===== src/rtl/ps2_key_fifo_if.sv =====
// Bundle of the keyboard-event FIFO signals between hps_io/system glue (master) and the FIFO (slave).
interface ps2_key_fifo_if #(
  parameter int DEPTH = 16
);
  localparam int AW = $clog2(DEPTH);

  logic [10:0] ps2_key;
  logic        rd;
  logic [9:0]  dout;
  logic        empty;
  logic [AW:0] count;
  logic        overflow;
  logic        clr_overflow;
  logic [8:0]  held_addr;
  logic        held;

  modport master (
    output ps2_key, rd, clr_overflow, held_addr,
    input  dout, empty, count, overflow, held
  );

  modport slave (
    input  ps2_key, rd, clr_overflow, held_addr,
    output dout, empty, count, overflow, held
  );
endinterface


===== src/rtl/ps2_key_fifo.sv =====
// Turns each toggle of ps2_key[10] into a queued key event and tracks a 512-bit held-key bitmap.
module ps2_key_fifo #(
  parameter  int DEPTH = 16,
  localparam int AW    = $clog2(DEPTH)
) (
  input logic           clk_sys,
  input logic           reset,
  ps2_key_fifo_if.slave bus
);

  localparam logic [AW:0] FULL_CNT = (AW+1)'(DEPTH);
  localparam logic [AW:0] ONE_CNT  = (AW+1)'(1);

  logic              last_tog;
  logic              ev;
  logic [9:0]        ev_data;
  logic [9:0]        mem [DEPTH];
  logic [AW-1:0]     wr_ptr;
  logic [AW-1:0]     rd_ptr;
  logic [AW-1:0]     rd_ptr_nx;
  logic [AW:0]       cnt;
  logic [AW:0]       cnt_nx;
  logic [AW:0]       remain;
  logic              full;
  logic              pop;
  logic              push;
  logic              ovf_set;
  logic [9:0]        dout_q;
  logic [9:0]        dout_nx;
  logic              ovf_q;
  logic              held_q;
  logic [511:0]      held_map;

  // Read side: dout is the head whenever empty is low; rd pops one entry per
  // cycle only when empty is low, otherwise it is ignored. Write side has no
  // backpressure: an event arriving while full (and not popped) is dropped.
  always_comb begin
    full      = (cnt == FULL_CNT);
    pop       = bus.rd && (cnt != '0);
    push      = ev && (!full || pop);
    ovf_set   = ev && full && !pop;
    rd_ptr_nx = rd_ptr + AW'(pop);
    remain    = cnt - (AW+1)'(pop);
    cnt_nx    = cnt;
    if (push && !pop) begin
      cnt_nx = cnt + ONE_CNT;
    end else if (pop && !push) begin
      cnt_nx = cnt - ONE_CNT;
    end
    // Head register: bypass the incoming event when it lands in an otherwise empty queue.
    dout_nx = dout_q;
    if (push && (remain == '0)) begin
      dout_nx = ev_data;
    end else if (remain != '0) begin
      dout_nx = mem[rd_ptr_nx];
    end
  end

  always_ff @(posedge clk_sys) begin
    if (!reset && push) begin
      mem[wr_ptr] <= ev_data;
    end
  end

  always_ff @(posedge clk_sys) begin
    if (reset) begin
      last_tog <= bus.ps2_key[10];
      ev       <= 1'b0;
      ev_data  <= '0;
      wr_ptr   <= '0;
      rd_ptr   <= '0;
      cnt      <= '0;
      dout_q   <= '0;
      ovf_q    <= 1'b0;
      held_q   <= 1'b0;
      held_map <= '0;
    end else begin
      last_tog <= bus.ps2_key[10];
      ev       <= (bus.ps2_key[10] != last_tog);
      ev_data  <= bus.ps2_key[9:0];
      wr_ptr   <= wr_ptr + AW'(push);
      rd_ptr   <= rd_ptr_nx;
      cnt      <= cnt_nx;
      dout_q   <= dout_nx;
      if (ovf_set) begin
        ovf_q <= 1'b1;
      end else if (bus.clr_overflow) begin
        ovf_q <= 1'b0;
      end
      // Bitmap tracks every event, even ones the queue had to drop.
      held_q <= held_map[bus.held_addr];
      if (ev) begin
        held_map[ev_data[8:0]] <= ev_data[9];
      end
    end
  end

  assign bus.dout     = dout_q;
  assign bus.empty    = (cnt == '0);
  assign bus.count    = cnt;
  assign bus.overflow = ovf_q;
  assign bus.held     = held_q;

endmodule

===== src/flat_wrapper.sv =====
// flat-port wrapper written by rule: the top's interface ports become plain ports
module ps2_key_fifo_flat 
#(
  parameter  int DEPTH = 16,
  localparam int AW    = $clog2(DEPTH)
)
  (clk_sys, reset, bus_ps2_key, bus_rd, bus_clr_overflow, bus_held_addr, bus_dout, bus_empty, bus_count, bus_overflow, bus_held);
  ps2_key_fifo_if #(.DEPTH(DEPTH)) bus_i ();
  input logic clk_sys;
  input logic reset;
  input wire logic [$bits(bus_i.ps2_key)-1:0] bus_ps2_key;
  input wire logic [$bits(bus_i.rd)-1:0] bus_rd;
  input wire logic [$bits(bus_i.clr_overflow)-1:0] bus_clr_overflow;
  input wire logic [$bits(bus_i.held_addr)-1:0] bus_held_addr;
  output wire logic [$bits(bus_i.dout)-1:0] bus_dout;
  output wire logic [$bits(bus_i.empty)-1:0] bus_empty;
  output wire logic [$bits(bus_i.count)-1:0] bus_count;
  output wire logic [$bits(bus_i.overflow)-1:0] bus_overflow;
  output wire logic [$bits(bus_i.held)-1:0] bus_held;
  assign bus_i.ps2_key = bus_ps2_key;
  assign bus_i.rd = bus_rd;
  assign bus_i.clr_overflow = bus_clr_overflow;
  assign bus_i.held_addr = bus_held_addr;
  assign bus_dout = bus_i.dout;
  assign bus_empty = bus_i.empty;
  assign bus_count = bus_i.count;
  assign bus_overflow = bus_i.overflow;
  assign bus_held = bus_i.held;
  ps2_key_fifo #(.DEPTH(DEPTH)) u_core (.clk_sys(clk_sys), .reset(reset), .bus(bus_i));
endmodule

===== config.mk =====
export PLATFORM = sky130hd
export DESIGN_NAME = ps2_key_fifo_flat
export DESIGN_NICKNAME = d
export VERILOG_FILES = /design/src/rtl/ps2_key_fifo_if.sv /design/src/rtl/ps2_key_fifo.sv /design/src/flat_wrapper.sv
export SDC_FILE = /design/constraint.sdc
export NUM_CORES = 2
export LEC_CHECK = 0
export CAP_MARGIN = 40
export CELL_PAD_IN_SITES_DETAIL_PLACEMENT = 0
export CELL_PAD_IN_SITES_GLOBAL_PLACEMENT = 1
export CORE_MARGIN = 2
export CORE_UTILIZATION = 54
export DETAILED_ROUTE_END_ITERATION = 10
export DONT_BUFFER_PORTS = 1
export HOLD_SLACK_MARGIN = 0.15
export PLACE_DENSITY_LB_ADDON = 0.1
export SKIP_CTS_REPAIR_TIMING = 1
export SYNTH_ARGS = -nofsm -noshare
export SYNTH_HDL_FRONTEND = slang
export SYNTH_SLANG_ARGS = --single-unit

===== constraint.sdc =====
create_clock -name clk_sys -period 5.29 [get_ports clk_sys]
set_clock_uncertainty 0.05 [all_clocks]
set_input_delay 1.058 -clock clk_sys [delete_from_list [all_inputs] [get_ports clk_sys]]
set_output_delay 1.058 -clock clk_sys [all_outputs]
set_load 0.005 [all_outputs]

# After elaboration in Yosys (flattened, before gate mapping)
# Memory sizes are Yosys's and may differ from the RTL's.
# Index checks and enable logic that the tools add are counted.
# Widths: inputs -> output; s select.
dict set report op_classes {
  n_addsub 5
  magnitude_cmp 3
  n_eq_ne 2
  n_mux 13
  n_reduce_logical 21
}
# cell n
set ops {}
lappend ops {{$bwmux 512} 1}
lappend ops {{$lt 9x10->1 const B} 2}
lappend ops {{$mux 10} 2}
lappend ops {{$logic_not 5->1} 2}
lappend ops {{$mux 5} 2}
lappend ops {{$reduce_bool 5->1} 2}
lappend ops {{$bmux 1 s9} 1}
lappend ops {{$demux 1 s9} 1}
lappend ops {{$ge 9x1->1 const B} 1}
lappend ops {{$logic_and 1x1->1} 9}
lappend ops {{$add 4x1->4} 2}
lappend ops {{$mux 1} 6}
lappend ops {{$reduce_bool 2->1} 3}
lappend ops {{$add 5x1->5 const B} 1}
lappend ops {{$eq 5x5->1 const B} 1}
lappend ops {{$sub 5x1->5} 1}
lappend ops {{$sub 5x1->5 const B} 1}
lappend ops {{$logic_not 1->1} 4}
lappend ops {{$logic_or 1x1->1} 1}
lappend ops {{$ne 1x1->1} 1}
dict set report totals {
  ff_bits 549
  mem_bits_rw 160
  in_bits 24
  out_inout_bits 18
  n_memories 1
}
# memory words word_bits read_ports rd_ports_with_merged_regs write_ports line
set memory_table {}
lappend memory_table {u_core.mem 16 10 1 0 1 ps2_key_fifo.sv:17} ;# logic [9:0] mem [DEPTH];

# Logic depth before layout (Yosys ltp)
dict set report logic_depth {
  depth_word 8
  ltp_mapped 14
  ltp_nobuf 13
}

# Worst setup path after synthesis
# OpenSTA, ideal clock, no wires.
dict set report synth_path {
  path_kind {input to register}
  startpoint {in bus_rd}
  endpoint {reg u_core.dout_q[7], in the netlist u_core.bus.dout[7]}
  setup_ns 0.138
  t_arrival_ns 3.292
  t_required_ns 5.102
  slack_ns 1.811
  cell_stages 9
  path_cell_list {nand2_1 > inv_1 > ha_1 > clkbuf_1 > buf_1 > mux4_2 > mux4_2 > nor2_1 > a211oi_1}
}
dict set report synth_between {
  elab_chain_cells 5
  elab_cells_between_ends 12
}
# element line
set synth_rtl {}
lappend synth_rtl {{start: declaration} flat_wrapper.sv:12} ;# input wire logic [$bits(bus_i.rd)-1:0] bus_rd;
lappend synth_rtl {{$logic_and 1x1->1} ps2_key_fifo.sv:39} ;# pop = bus.rd && (cnt != '0);
lappend synth_rtl {{$add 4x1->4} ps2_key_fifo.sv:42} ;# rd_ptr_nx = rd_ptr + AW'(pop);
lappend synth_rtl {{named net u_core.rd_ptr_nx[0]} ps2_key_fifo.sv:20} ;# logic [AW-1:0] rd_ptr_nx;
lappend synth_rtl {{$mem_v2 16x10} --}
lappend synth_rtl {{$mux 10} ps2_key_fifo.sv:54} ;# end else if (remain != '0) begin
lappend synth_rtl {{$mux 10} ps2_key_fifo.sv:52} ;# if (push && (remain == '0)) begin
lappend synth_rtl {{end signal: assignment} ps2_key_fifo.sv:84} ;# dout_q <= dout_nx;
lappend synth_rtl {{end: declaration} ps2_key_fifo.sv:28} ;# logic [9:0] dout_q;
# The timed path passes the listed nets, and every way through them passes these cells. The select of a mux whose other input is x is not followed.
# A chain may end at the register's enable or synchronous reset.

# Final worst setup path
dict set report layout_path {
  startpoint {reg u_core.cnt[1], in the netlist u_core.bus.count[1]}
  endpoint {reg u_core.dout_q[2], in the netlist u_core.bus.dout[2]}
}
dict set report layout_between {
  elab_chain_cells 6
  elab_cells_between_ends 15
}
# element line
set layout_rtl {}
lappend layout_rtl {{start: declaration} ps2_key_fifo.sv:21} ;# logic [AW:0] cnt;
lappend layout_rtl {{start signal: assignment} ps2_key_fifo.sv:83} ;# cnt <= cnt_nx;
lappend layout_rtl {{$reduce_bool 5->1} ps2_key_fifo.sv:39}
lappend layout_rtl {{$logic_and 1x1->1} ps2_key_fifo.sv:39}
lappend layout_rtl {{$add 4x1->4} ps2_key_fifo.sv:42}
lappend layout_rtl {{named net u_core.rd_ptr_nx[0]} ps2_key_fifo.sv:20}
lappend layout_rtl {{$mem_v2 16x10} --}
lappend layout_rtl {{$mux 10} ps2_key_fifo.sv:54}
lappend layout_rtl {{$mux 10} ps2_key_fifo.sv:52}
# The timed path passes the listed nets, and every way through them passes these cells. The select of a mux whose other input is x is not followed.

==> qor.yml <==
vias_per_cell: 6.919
grt.total_usage_pct: 35.19
die_width_um: 245.8
r2r-end: "u_core.bus.dout[2]"
fin_area_um2: 34840
timing.hold.ws_ns: 0.4196
grt_start_max_net_pins: 552
dieArea_um2: 60420
place_congestion: 0.8791
drt_iter0_drc: 3698
cts_tree: "yes"
synthToLayoutAreaGrowth_pct: 10.34
setup_tns_ns: 0
ys.warnings.count: 0
p_int_uw: 9543
end_kind: "flop"
clock-sinks: 709
portBuffers: 0
clock_path_buffers: 3
slew_headroom_pct: 9.322
holdCritPathClass: "in -> reg"
cts_buffers: 75
worstMarginPinSlew_ns: 1.360
ys_seq_elements: 709
status: "completed"
hold_end: "u_core.last_tog"
reg2reg_from: "u_core.bus.count[1]"
grt_pass1_vias: 25612
netlist-cell-type-count: 53
syn_avg_cell_area_um2: 9.808
p_switching_uw: 3164
grt_remaining_overflow: 0
top_layer: "met4"
root_buffer: "clkbuf_16"
num-nets-final: 3080
dpl_cell_area_um2: 32320
vdd_ir_drop_max_v: 0.0004884
wl_met1_um: 42910
final_cell_mix: "548 x dfxtp_1, 532 x a21oi_1, 525 x o21ai_0, 521 x nand3_1, 160 x edfxtp_1"
drt_pass1_iterations: 8
dp_hpwl_um: 62150
antenna_found_initial: 0
crit_fanout: 18
core_um2: 57700
async_flop_share_pct: 0
syn-instance-count: 3219
postRouteAntennaNets: 0
row_count: 88
cts-htree-levels: 3
wl_met2_um: 48860
max_freq_mhz: 284.0
start_util_pct: 54.72
dr_wl_met3_um: 11150
pwr-share-seq_pct: 44.9
synth_ff_type: "dfxtp_1"
io_pins: 42
p_leak_uw: 0.01094
power_uw: 12710
cp.required_ns: 5.70
remaining_drc_errors: 0
fp.dieH_um: 245.8
worst_skew_pair.late_latency_ns: 0.63
wirelength_um: 107700
critPathKind: "reg -> reg"
clkTransAtPathRegs_ns: 0.06
num_vias: 26763
synth_area_um2: 31570
final_layout_size_suffix_gt1_share_pct: 13.57
period_share_pct: 66.57
setup_violations: 0
clkPwrFrac_pct: 42.4
swShare_pct: 24.90
setup_slack_ns: 1.769
whs_path_depth: 0
cp-start-kind: "flop"
combPwrFrac_pct: 12.7
synth.net_count: 3253
hold_viol_final: 0
place_ws_ns: 1.498
maxCapViolations: 0
period_minus_slack_ns: 3.521
critPathArrivalTime_ns: 3.94
grt_first_pass_wirelength_um: 161500
power_density_nw_per_um2: 364.7
ys_seq_area_share_pct: 50.03
rsz0062_at_grt: "no"
route.detailed.wl_per_inst_um: 27.84
mostFrequentLayoutCell: "dfxtp_1"
reg2reg_slack_ns: 1.77
hold_start: "bus_ps2_key[10]"
synth_edf_count: 160
slew_viol_final: 0
worst_r2r_path_depth: 10
power groups by stage:
stage | Clock (uW) | Combinational (uW) | Sequential [uW]
global placement | 0 | 1500 | 5830
floorplan | 0 | 1380 | 5780
detailed placement | 0 | 1580 | 5830
global route | 5650 | 1730 | 5720
finish | 5390 | 1610 | 5710
CTS | 5420 | 1600 | 5710
registers in the layout, indices dropped and copies added (netlist names), 4 cells and up:
name,flops
u_core.bus.count,5
u_core.bus.dout,10
u_core.ev_data,10
u_core.held_map,512
u_core.mem,160
u_core.rd_ptr,4
u_core.wr_ptr,4
how the worst max path moves through the flow:
| stage | cells after the start | endpoint | start | slack (ns) |
|---|---|---|---|---|
| after floorplan | 9 | u_core.bus.dout[7] | bus_rd | 1.81 |
| after global placement | 8 | u_core.bus.dout[0] | bus_rd | 1.57 |
| after detailed placement | 8 | u_core.bus.dout[2] | bus_rd | 1.50 |
| after CTS | 10 | u_core.bus.dout[2] | u_core.bus.count[1] | 1.71 |
| after global routing | 10 | u_core.bus.dout[5] | u_core.bus.count[1] | 1.43 |
| final | 10 | u_core.bus.dout[2] | u_core.bus.count[1] | 1.77 |
cell usage after synthesis, drive strengths merged, types with 2 or more instances:
| master | instances | share of area (%) |
|---|---|---|
| mux4 | 172 | 12 |
| nand3b | 6 | 0.14 |
| a21o | 3 | 0.071 |
| o22ai | 6 | 0.14 |
| a31oi | 2 | 0.040 |
| or3 | 3 | 0.059 |
| a2111oi | 3 | 0.083 |
| and3 | 4 | 0.079 |
| nor3 | 15 | 0.24 |
| nand3 | 525 | 8.3 |
| o311ai | 3 | 0.083 |
| a22oi | 19 | 0.45 |
| nand2b | 9 | 0.18 |
| xnor2 | 6 | 0.17 |
| inv | 10 | 0.12 |
| nor2 | 95 | 1.1 |
| clkbuf | 312 | 3.7 |
| mux2i | 46 | 1.5 |
| nor4 | 2 | 0.040 |
| nor3b | 2 | 0.048 |
| o21ai | 525 | 8.3 |
| dfxtp | 549 | 35 |
| nor2b | 27 | 0.54 |
| xor2 | 4 | 0.11 |
| and3b | 3 | 0.083 |
| ha | 9 | 0.36 |
| o221ai | 14 | 0.39 |
| a21oi | 532 | 8.4 |
| a41oi | 2 | 0.055 |
| edfxtp | 160 | 15 |
| or3b | 2 | 0.055 |
| a211oi | 13 | 0.31 |
| and2 | 7 | 0.14 |
| or2 | 3 | 0.059 |
| buf | 42 | 0.91 |
| a22o | 2 | 0.055 |
| nand2 | 73 | 0.87 |
layer usage:
metal  vias to the layer above  GRT usage, %
li1                      11616             -
met5                         -             0
met3                       322         7.498
met1                     13278         47.96
met2                      1547         53.78
met4                         0         16.42
critical path: stages, from the launching register on:
cell and delay, ns:
dfxtp_1 0.39, nor3_1 0.25, nand2_1 0.12, nand2_1 0.10, inv_1 0.06, ha_2 0.70
buf_4 0.44, mux4_2 0.56, mux4_2 0.48, nor2_1 0.11, a211oi_1 0.07
area by class of cell:
cell class	instances	area, um^2
clock buffer	98	2105
inverter	11	41.29
antenna	1	2.502
timing repair buffer	104	1101
multi-input combinational	2145	14450
fill	4710	22860
sequential	709	15800
tap	765	957.2
clock inverter	35	384.1
metrics by stage:
step	util, %	cells
after floorplan	-	3219
after global placement	54.79	3672
after detailed placement	56.02	3731
after CTS	60.34	3864
after global routing	60.38	3867
final	60.38	3868
cells by family after synthesis:
group | synth area share (%)
AO/OA/AOI/OAI | 18.60
XOR/XNOR | 0.2774
adder cells (fa/ha/maj) | 0.4201
buffers and inverters | 4.748
flip-flops | 50.03
multiplexers | 13.92
AND/OR/NAND/NOR | 12.00
No activity file was read; power rests on OpenSTA's default activity.
